<file path="src/rtl/md_pkg.sv">
// Shared definitions for the motion-update broadcast arbiter.
// Holds the phase FSM encodings, the default settle length and a pointer helper.
// No logic of its own; imported by the arbiter top.
package md_pkg;

  typedef enum logic [1:0] {
    MU_IDLE   = 2'd0,
    MU_BCAST  = 2'd1,
    MU_SETTLE = 2'd2,
    MU_DONE   = 2'd3
  } mu_state_t;

  // Three idle cycles cover the cache sequence WRITE_PARTICLE_NUM -> MOTION_UPDATE_DONE -> WAIT.
  localparam int SETTLE_CYCLES_DEFAULT = 3;

  // Next round-robin start position after index idx, wrapping at n.
  function automatic int rr_wrap_inc(input int idx, input int n);
    return (idx + 1 >= n) ? 0 : idx + 1;
  endfunction

endpackage

</file>
<file path="src/rtl/mu_bcast_arbiter_if.sv">
// Requester-side and broadcast-side bus of the motion-update arbiter.
// master: the arbiter (consumes requests, drives grants and broadcast).
// slave: the surrounding environment (drives requests, observes broadcast).
interface mu_bcast_arbiter_if #(
  parameter int DATA_WIDTH    = 32,
  parameter int CELL_ID_WIDTH = 4,
  parameter int NUM_REQ       = 4
);
  logic [NUM_REQ-1:0]                 in_req_valid;
  logic [NUM_REQ-1:0]                 in_req_done;
  logic [NUM_REQ*3*DATA_WIDTH-1:0]    in_req_data;
  logic [NUM_REQ*3*CELL_ID_WIDTH-1:0] in_req_dst_cell;
  logic [NUM_REQ-1:0]                 out_req_ready;
  logic [3*DATA_WIDTH-1:0]            out_data;
  logic [3*CELL_ID_WIDTH-1:0]         out_dst_cell;
  logic                               out_data_valid;

  modport master (
    input  in_req_valid, in_req_done, in_req_data, in_req_dst_cell,
    output out_req_ready, out_data, out_dst_cell, out_data_valid
  );

  modport slave (
    output in_req_valid, in_req_done, in_req_data, in_req_dst_cell,
    input  out_req_ready, out_data, out_dst_cell, out_data_valid
  );
endinterface

</file>
<file path="src/rtl/rr_arbiter.sv">
// Round-robin picker: first asserted request at or after ptr, with wrap-around.
// Latency: purely combinational, grant and index valid in the same cycle.
// Backpressure: none; the caller decides whether the grant is consumed.
module rr_arbiter #(
  parameter int NUM_REQ   = 4,
  parameter int IDX_WIDTH = 2
) (
  input  logic [NUM_REQ-1:0]   req,
  input  logic [IDX_WIDTH-1:0] ptr,
  output logic [NUM_REQ-1:0]   grant,
  output logic [IDX_WIDTH-1:0] idx,
  output logic                 any
);

  logic [IDX_WIDTH:0]   pos;
  logic [IDX_WIDTH-1:0] cand;

  // Walk the requesters starting at ptr and latch the first hit.
  always_comb begin
    grant = '0;
    idx   = '0;
    any   = 1'b0;
    pos   = '0;
    cand  = '0;
    for (int k = 0; k < NUM_REQ; k++) begin
      pos = {1'b0, ptr} + (IDX_WIDTH+1)'(k);
      if (pos >= (IDX_WIDTH+1)'(NUM_REQ)) begin
        pos = pos - (IDX_WIDTH+1)'(NUM_REQ);
      end
      cand = pos[IDX_WIDTH-1:0];
      if (!any && req[cand]) begin
        any         = 1'b1;
        grant[cand] = 1'b1;
        idx         = cand;
      end
    end
  end

endmodule

</file>
<file path="src/rtl/mu_bcast_arbiter.sv">
// Motion-update broadcast arbiter and phase sequencer; optional grant counter under MU_ARB_BCAST_COUNT_EN.
// Latency: grant to registered broadcast 1 cycle; enable falls 1 cycle after all-done, done pulse SETTLE_CYCLES later.
// Backpressure: one-hot combinational ready; a requester waits (valid held) until it wins round-robin.
module mu_bcast_arbiter
  import md_pkg::*;
#(
  parameter int DATA_WIDTH    = 32,
  parameter int CELL_ID_WIDTH = 4,
  parameter int NUM_REQ       = 4,
  parameter int REQ_ID_WIDTH  = 2,
  parameter int SETTLE_CYCLES = SETTLE_CYCLES_DEFAULT,
  parameter int COUNT_WIDTH   = 16
) (
  input  logic               clk,
  input  logic               rst,
  input  logic               in_phase_start,
  mu_bcast_arbiter_if.master bus,
  output logic               motion_update_enable,
  output logic               out_phase_done,
  output logic               out_busy
`ifdef MU_ARB_BCAST_COUNT_EN
  ,
  output logic [COUNT_WIDTH-1:0] out_bcast_count
`endif
);

  localparam int SCW = $clog2(SETTLE_CYCLES + 1);

  if (NUM_REQ < 2 || (1 << REQ_ID_WIDTH) < NUM_REQ || SETTLE_CYCLES < 1 || COUNT_WIDTH < 1) begin : g_bad_params
    $error("mu_bcast_arbiter: illegal parameter combination");
  end

  mu_state_t               state;
  logic [REQ_ID_WIDTH-1:0] rr_ptr;
  logic [SCW-1:0]          settle_cnt;
  logic [NUM_REQ-1:0]      eligible;
  logic [NUM_REQ-1:0]      grant;
  logic [REQ_ID_WIDTH-1:0] win;
  logic                    any;
  logic                    all_done;

  logic [3*DATA_WIDTH-1:0]    req_data_arr [NUM_REQ];
  logic [3*CELL_ID_WIDTH-1:0] req_dst_arr  [NUM_REQ];

  for (genvar i = 0; i < NUM_REQ; i++) begin : g_unpack
    assign req_data_arr[i] = bus.in_req_data[i*3*DATA_WIDTH +: 3*DATA_WIDTH];
    assign req_dst_arr[i]  = bus.in_req_dst_cell[i*3*CELL_ID_WIDTH +: 3*CELL_ID_WIDTH];
  end

  // A requester that has declared done is never eligible, even if its valid is stuck high.
  assign eligible = bus.in_req_valid & ~bus.in_req_done;
  assign all_done = &bus.in_req_done;

  rr_arbiter #(
    .NUM_REQ  (NUM_REQ),
    .IDX_WIDTH(REQ_ID_WIDTH)
  ) u_rr (
    .req  (eligible),
    .ptr  (rr_ptr),
    .grant(grant),
    .idx  (win),
    .any  (any)
  );

  // Grants only exist while broadcasting, so every transfer lands inside the enable window.
  assign bus.out_req_ready = (state == MU_BCAST) ? grant : '0;

  // Phase FSM with registered enable, broadcast bus, busy and done pulse.
  always_ff @(posedge clk) begin
    if (rst) begin
      state                <= MU_IDLE;
      rr_ptr               <= '0;
      settle_cnt           <= '0;
      motion_update_enable <= 1'b0;
      out_phase_done       <= 1'b0;
      out_busy             <= 1'b0;
      bus.out_data_valid   <= 1'b0;
      bus.out_data         <= '0;
      bus.out_dst_cell     <= '0;
    end else begin
      bus.out_data_valid <= 1'b0;
      bus.out_data       <= '0;
      bus.out_dst_cell   <= '0;
      out_phase_done     <= 1'b0;
      case (state)
        MU_IDLE: begin
          if (in_phase_start) begin
            state                <= MU_BCAST;
            motion_update_enable <= 1'b1;
            out_busy             <= 1'b1;
          end
        end
        MU_BCAST: begin
          if (any) begin
            bus.out_data_valid <= 1'b1;
            bus.out_data       <= req_data_arr[win];
            bus.out_dst_cell   <= req_dst_arr[win];
            rr_ptr             <= REQ_ID_WIDTH'(rr_wrap_inc(int'(win), NUM_REQ));
          end
          if (all_done) begin
            state                <= MU_SETTLE;
            motion_update_enable <= 1'b0;
            settle_cnt           <= '0;
          end
        end
        MU_SETTLE: begin
          if (settle_cnt == SCW'(SETTLE_CYCLES - 1)) begin
            state          <= MU_DONE;
            out_phase_done <= 1'b1;
          end else begin
            settle_cnt <= settle_cnt + SCW'(1);
          end
        end
        MU_DONE: begin
          state    <= MU_IDLE;
          out_busy <= 1'b0;
        end
        default: begin
          state    <= MU_IDLE;
          out_busy <= 1'b0;
        end
      endcase
    end
  end

`ifdef MU_ARB_BCAST_COUNT_EN
  // Per-phase broadcast count: cleared on an accepted start, saturating, held after the phase ends.
  always_ff @(posedge clk) begin
    if (rst) begin
      out_bcast_count <= '0;
    end else if (state == MU_IDLE && in_phase_start) begin
      out_bcast_count <= '0;
    end else if (state == MU_BCAST && any && !(&out_bcast_count)) begin
      out_bcast_count <= out_bcast_count + 1'b1;
    end
  end
`endif

endmodule
</file>
<file path="src/flat_wrapper.sv">
// flat-port wrapper written by rule: the top's interface ports become plain ports
module mu_bcast_arbiter_flat import md_pkg::*;
#(
  parameter int DATA_WIDTH    = 32,
  parameter int CELL_ID_WIDTH = 4,
  parameter int NUM_REQ       = 4,
  parameter int REQ_ID_WIDTH  = 2,
  parameter int SETTLE_CYCLES = SETTLE_CYCLES_DEFAULT,
  parameter int COUNT_WIDTH   = 16
)
  (clk, rst, in_phase_start, motion_update_enable, out_phase_done, out_busy, bus_in_req_valid, bus_in_req_done, bus_in_req_data, bus_in_req_dst_cell, bus_out_req_ready, bus_out_data, bus_out_dst_cell, bus_out_data_valid);
  mu_bcast_arbiter_if #(.DATA_WIDTH(DATA_WIDTH), .CELL_ID_WIDTH(CELL_ID_WIDTH), .NUM_REQ(NUM_REQ)) bus_i ();
  input  logic clk;
  input  logic rst;
  input  logic in_phase_start;
  output logic motion_update_enable;
  output logic out_phase_done;
  output logic out_busy;
  input wire logic [$bits(bus_i.in_req_valid)-1:0] bus_in_req_valid;
  input wire logic [$bits(bus_i.in_req_done)-1:0] bus_in_req_done;
  input wire logic [$bits(bus_i.in_req_data)-1:0] bus_in_req_data;
  input wire logic [$bits(bus_i.in_req_dst_cell)-1:0] bus_in_req_dst_cell;
  output wire logic [$bits(bus_i.out_req_ready)-1:0] bus_out_req_ready;
  output wire logic [$bits(bus_i.out_data)-1:0] bus_out_data;
  output wire logic [$bits(bus_i.out_dst_cell)-1:0] bus_out_dst_cell;
  output wire logic [$bits(bus_i.out_data_valid)-1:0] bus_out_data_valid;
  assign bus_i.in_req_valid = bus_in_req_valid;
  assign bus_i.in_req_done = bus_in_req_done;
  assign bus_i.in_req_data = bus_in_req_data;
  assign bus_i.in_req_dst_cell = bus_in_req_dst_cell;
  assign bus_out_req_ready = bus_i.out_req_ready;
  assign bus_out_data = bus_i.out_data;
  assign bus_out_dst_cell = bus_i.out_dst_cell;
  assign bus_out_data_valid = bus_i.out_data_valid;
  mu_bcast_arbiter #(.DATA_WIDTH(DATA_WIDTH), .CELL_ID_WIDTH(CELL_ID_WIDTH), .NUM_REQ(NUM_REQ), .REQ_ID_WIDTH(REQ_ID_WIDTH), .SETTLE_CYCLES(SETTLE_CYCLES), .COUNT_WIDTH(COUNT_WIDTH)) u_core (.clk(clk), .rst(rst), .in_phase_start(in_phase_start), .bus(bus_i), .motion_update_enable(motion_update_enable), .out_phase_done(out_phase_done), .out_busy(out_busy));
endmodule
</file>
<file path="config.mk">
export PLATFORM = sky130hd
export DESIGN_NAME = mu_bcast_arbiter_flat
export DESIGN_NICKNAME = d
export VERILOG_FILES = /design/src/rtl/md_pkg.sv /design/src/rtl/mu_bcast_arbiter_if.sv /design/src/rtl/rr_arbiter.sv /design/src/rtl/mu_bcast_arbiter.sv /design/src/flat_wrapper.sv
export SDC_FILE = /design/constraint.sdc
export NUM_CORES = 1
export LEC_CHECK = 0
export CORE_AREA = 2 2 220 222
export DETAILED_ROUTE_END_ITERATION = 10
export DIE_AREA = 0 0 222 224
export SLEW_MARGIN = 25
export SYNTH_ARGS = -nofsm -noshare
export SYNTH_HDL_FRONTEND = slang
export SYNTH_SLANG_ARGS = --single-unit
</file>
<file path="constraint.sdc">
create_clock -name clk -period 2.5 [get_ports clk]
set_input_delay 0.5 -clock clk [delete_from_list [all_inputs] [get_ports clk]]
set_output_delay 0.5 -clock clk [all_outputs]
set_load 0.05 [all_outputs]
</file>
======== Yosys cells after proc, flatten, opt, wreduce, memory -nomap -nowiden ========
Cells that the tools add are included.
word-level totals
  bits in registers ....................... 118
  input bits .............................. 443
  output and inout bits ................... 116
  word-level logic and storage cells ...... 125
operators by class
  add/sub/neg operators ................... 9
  $lt $le $gt $ge ......................... 14
  equal/unequal tests ..................... 8
  multiplexer cells ....................... 53
  bitwise operators ....................... 9
  reduce and logical (&&, ||, !) cells .... 23
operators by type and width
  cell                 count
  $bmux 96 s2          1
  $mux 96              2
  $mux 2               14
  $bmux 12 s2          1
  $mux 12              2
  $mux 4               5
  $mux 1               16
  $ge 3x3->1 const B   5
  $lt 2x3->1 const B   4
  $or 4x4->4           3
  $reduce_and 3->1     3
  $bmux 1 s2           4
  $demux 1 s2          4
  $ge 2x1->1 const B   4
  $pmux 2 s4           1
  $sub 2x1->2 const B  4
  $logic_and 1x1->1    7
  $add 2x1->3 const B  2
  $add 2x2->3 const B  2
  $eq 2x2->1 const B   3
  $reduce_bool 2->1    3
  $and 4x4->4          1
  $ne 2x1->1 const B   2
  $ne 2x2->1 const B   2
  other kinds (14)     21

======== Depth between registers and ports, before layout ========
  depth in word-level cells ............... 18
  gate-level depth with buffers ........... 12
  depth with buffers taken out ............ 8

======== Modules after synthesis ========
A second synthesis with hierarchy kept.
unflattened totals
  cells, all modules ...................... 471
  area, all modules ....................... 6443.7 um^2
by module, submodules not included
  module            times used  cells an instance  area each (um^2)  seq. area each (um^2)
  mu_bcast_arbiter  1           426                6024.5            2362.3
  rr_arbiter        1           45                 419.2             0.0

======== Worst setup path after synthesis ========
OpenSTA, ideal clock, no wires.
  path kind ............................... flip-flop to output port
  start ................................... reg u_core.rr_ptr[0]
  end ..................................... out bus_out_req_ready[1]
  arrival ................................. 2888 ps
  required time ........................... 2000 ps
  slack ................................... -888 ps
  stages on the path, launching flop included .. 10
  path buffers ............................ 2
  path through ............................ dfxtp_1 -> buf_4 -> inv_4 -> ha_1 -> clkbuf_1 -> or3_1 -> a211oi_1 -> or2_2 -> nand2_1 -> a21oi_1
between the ends
  longest elaborated chain between the ends .. 15
  elaborated cells between the ends (all ways) .. 60
  those cells by class .................... add/sub: 7; order compare: 12; mux: 28; bitwise: 3; reduce/logical: 10
RTL lines
  item                                                  line                    text
  start, declared                                       mu_bcast_arbiter.sv:34  logic [REQ_ID_WIDTH-1:0] rr_ptr;
  start signal, assigned                                mu_bcast_arbiter.sv:98  rr_ptr <= REQ_ID_WIDTH'(rr_wrap_inc(int'(win), NUM_REQ));
  branches (longest 13 deep; another with $add 2x1->3)  --
  $mux 4 (*)                                            rr_arbiter.sv:31        if (!any && req[cand]) begin
  $mux 4 (*)                                            mu_bcast_arbiter.sv:66  assign bus.out_req_ready = (state == MU_BCAST) ? grant : '0;
  end, declared                                         flat_wrapper.sv:23      output wire logic [$bits(bus_i.out_req_ready)-1:0] bus_out_req_ready;
Every way passes the cells marked *. The select of a mux whose other input is x is not followed.

======== Worst setup path in the final report ========
Ends and elaborated chain as after synthesis.

==> metrics list <==
- The run finished, with violations left.
- Failing checks: negative setup slack
- The final layout contains routed wiring with a total length of 41900 um.
* Cell chosen for the clock root: clkbuf_16
- CP Cell Sequence: inv_8 > ha_4 > mux4_2 > nor3b_4 > a222oi_1 > a21oi_4 > buf_6
- In this run the standard cell core region covers 47300 um^2.
- Overall power of the completed layout: 16.0 mW
* Worst skew pair latency: 0.47 ns
* Setup repair after global routing missed its margin: true
- Tightest hold margin: 0.503 ns
* Net switching share of the total power: 43.3%
- For the worst setup path, the data arrival time is 2.47 ns.
- Total of max-cap violations: 0
- Measured against its own limit, the worst slew margin works out to 55.9%.
- In this run the cell area of the synthesized design comes to 8100 um^2.
- Summed over all nets, the switching power comes to 6.92 mW.
- Global placer's final weighted congestion: 0.849
- In this run the worst setup path terminates at bus_out_req_ready[1].
* Std-Cell Rows: 80
- The most used flip-flop cell after synthesis is dfxtp_1.
* Post-layout min period: 2.97 ns
* Wire length of the first global-routing pass: 59200 um
- STA classifies the critical path startpoint as a flip-flop.
- The internal power of the cells totals 9.08 mW.
- After detailed placement, the design holds a cell count of 1952.
- Mean routed wirelength per cell: 20.7 um
- Global routing finished with a remaining overflow of 0.
- For this configuration, the core starts out at a cell density of 17.1%.
* Largest stage delay on the critical path: 0.54 ns
- Clock sink total: 118
* Worst-case register-to-register setup slack: -0.38 ns
* Drt pass-1 iters: 4
- Cell at the slowest stage of the critical path: a222oi_1
* Sequential group share of total power: 14.4%
* Cell family contributing the most delay on the critical path: compound AO/OA/AOI/OAI gates
- The worst setup path is captured at an output port.
* Power density relative to cell area: 931 nW/um^2
- Per-cell via count in the routed design: 4.34
* Total Die Area: 49700 um^2
* Setup violations, final: 114
* Remaining antenna violation count: 0
* Share of power burned in combinational logic: 69.8%
- For the pin with the worst max-slew slack, the measured transition is 0.660 ns.
- Post-Synthesis Net Count: 1197
* Post-CTS clock slew at the launch and capture registers of the worst setup and hold paths: 0.06 ns
* Final instance count without filler cells: 2028
* Share of layout cells above drive strength 1: 32.2%
* Worst hold-check path type: reg -> reg
- The die is 224 um tall.
- Gr usage total: 16.0%
- Final count of pins violating max slew: 0
- Entering global routing, the biggest net connects 58 pins.
- Synthesis handed over a netlist of 741 instances.
- Leakage power summed over all cells: 6.83 nW
- Area growth syn-to-layout: 112%
- The worst register-to-register path has a depth of 16.
- FFs w/ async S/R, synth: 0%
- Clock H-tree levels: 4
* Clock power frac: 15.8%
* Stages on the worst setup path: 7
* Total half-perimeter wirelength after legalization and detailed placement: 31400 um
- Fill cells in the final layout number 4686.
- Via count of the first global-routing pass: 9517
* Launch point of the worst reg-to-reg path: u_core.rr_ptr[0]
* Crit share post-route: 119%
- In the final design database the tool counted 1855 nets.
- Worst R2R End: u_core.bus.out_data[1]
- In this run the count of I/O pins placed on the die edge is 559.
* Peak supply drop: 351 uV
- During placement, the flow inserted port buffers numbering 558.
- Drt drc: 0
* Worst setup path startpoint: u_core.rr_ptr[0]
- Via count of the routed design: 8811
- Initial DRC Count: 286
* Final WS setup: -0.470 ns
- Along the worst path, the maximum fanout reaches 5.
- Cts bufs inserted: 17
- A synthesized cell averages 10.9 um^2.
* Total number of yosys warnings: 0
* Number of distinct standard cells referenced by the synthesized netlist: 35
* Longest Clk Path Bufs: 2
- TritonCTS built the clock tree.
- Die span in x: 222 um
* Final design utilization: 36.3%
* CP bufs+invs: 2
* Launch point of the worst hold path: u_core.out_busy
- For the worst setup path, the data required time is 2.00 ns.
- The initial antenna violation count was 3.
- Number of synthesized flops with an enable pin: 0
* Fin. Hold Viols: 0
- Post-synthesis sequential area ratio: 29.2%
* Number of storage elements in the synthesis netlist: 118
- Number of buffers inserted for hold repair after clock tree synthesis: 0
- For the final database, setup skew stands at 0.00790 ns.
- Critical path class: reg -> out
- Prior to clock tree synthesis, the placed netlist has a worst setup slack of -0.704 ns.
* Maximum frequency from static timing analysis: 337 MHz
cells by family after synthesis:
kind of cell	after synthesis	synth area share (%)
AOI/OAI and AO/OA	244	35.5
and+or+nand+nor	161	11.5
DFF	118	29.2
muxes	114	14.6
buffers and inverters	91	7.28
adders and majority gates	13	2.01
cells in the mapped netlist, types with 2 or more instances:
master | number | area (um^2)
nor2_1 | 16 | 60.1
inv_1 | 6 | 22.5
nand3_1 | 5 | 25.0
nand2_1 | 15 | 56.3
a211oi_2 | 207 | 2590
nand2b_1 | 5 | 31.3
a222oi_1 | 4 | 40.0
buf_12 | 11 | 220
a21oi_1 | 11 | 55.1
o21ai_0 | 2 | 10.0
ha_1 | 13 | 163
o21ai_1 | 2 | 10.0
mux4_2 | 3 | 67.6
buf_6 | 4 | 45.0
dfxtp_1 | 118 | 2360
and3_1 | 108 | 676
buf_4 | 3 | 22.5
nand4_1 | 2 | 12.5
buf_2 | 20 | 100
clkbuf_1 | 46 | 173
a211oi_1 | 13 | 97.6
mux2i_1 | 110 | 1100
nor2b_1 | 5 | 31.3
metrics by stage:
stage | area (um^2) | TNS (ns)
2_1_floorplan | 8200 | -0.437
3_3_place_gp | 15200 | -58.93
3_5_place_dp | 15200 | -66.70
4_1_cts | 16400 | -37.94
5_1_grt | 17200 | -47.96
6_report | 17200 | -37.15
worst reg2reg max path, cell delays in order, from the launching register on:
cell and delay, ns:
dfxtp_4 0.37, inv_8 0.04, ha_4 0.24, buf_4 0.14, or3_4 0.34, a211oi_4 0.23
buf_4 0.14, buf_4 0.09, buf_4 0.09, buf_4 0.09, buf_4 0.10, o32ai_4 0.10
buf_12 0.17, buf_16 0.16, buf_12 0.16, a211oi_4 0.23, a211oi_2 0.07
cell usage in the layout, fill, tap and decap left out, drive strengths merged, types with 2 or more instances in the layout:
cell type        n
o221ai           2
inv              7
mux4             3
clkbuf          30
a211oi         220
nor2            16
nand2           15
clkinvlp         3
nor2b            5
mux2i          110
clkdlybuf4s50  542
and3           108
dlygate4sd2      8
a21oi           11
ha              13
bufinv           2
clkinv           3
dfxtp          118
a222oi           4
o21ai            5
nand2b           5
nand4            2
buf            167
nand3            5
sequential cells by signal, indices dropped and copies added, names as in the netlist:
| name | count |
|---|---|
| u_core.bus.out_data | 96 |
| u_core.bus.out_data_valid | 1 |
| u_core.bus.out_dst_cell | 12 |
| u_core.motion_update_enable | 1 |
| u_core.out_busy | 1 |
| u_core.out_phase_done | 1 |
| u_core.rr_ptr | 2 |
| u_core.settle_cnt | 2 |
| u_core.state | 2 |
area by class of cell:
class / count / area (um^2) / area share, %
timing repair buffer: 723 / 7580 / 44.2
multi-input combinational: 532 / 5840 / 34.0
sequential: 118 / 2370 / 13.8
tap: 615 / 769 / 4.48
clock buffer: 24 / 482 / 2.80
clock inverter: 8 / 97.6 / 0.568
inverter: 7 / 36.3 / 0.211
antenna: 1 / 2.50 / 0.0146
what timing repair did:
| item | CTS | global route |
|---|---|---|
| cloned | 5 | 7 |
| resized for setup | 74 | 96 |
| endpoints found under the setup margin | 102 | 114 |
| endpoints found under the hold margin | 0 | 0 |
| setup buffers | 20 | 15 |
| pin swaps | 19 | 75 |
how the worst min path moves through the flow:
stage / to / slack, ns / depth (start not counted)
5_1_grt: u_core.settle_cnt[1] / 0.56 / 2
4_1_cts: u_core.settle_cnt[1] / 0.51 / 2
3_5_place_dp: u_core.settle_cnt[1] / 0.50 / 2
6_report: u_core.out_busy / 0.50 / 2
3_3_place_gp: u_core.settle_cnt[1] / 0.47 / 2
2_1_floorplan: u_core.settle_cnt[1] / 0.46 / 2
power groups by stage:
stage | clock, mW | combinational [mW] | sequential (mW)
after floorplan | 0 | 4.45 | 3.28
after global placement | 0 | 8.23 | 2.35
after detailed placement | 0 | 8.31 | 2.35
after CTS | 2.63 | 9.51 | 2.32
after global routing | 2.70 | 11.7 | 2.34
final | 2.53 | 11.2 | 2.31
metal layers:
layer	global-route usage [%]	wire length [um]
met1	17.0	16100
met2	28.9	21600
met3	6.09	3250
met4	5.67	951
met5	0	13
Note: power is estimated with default switching activity, not from simulation.
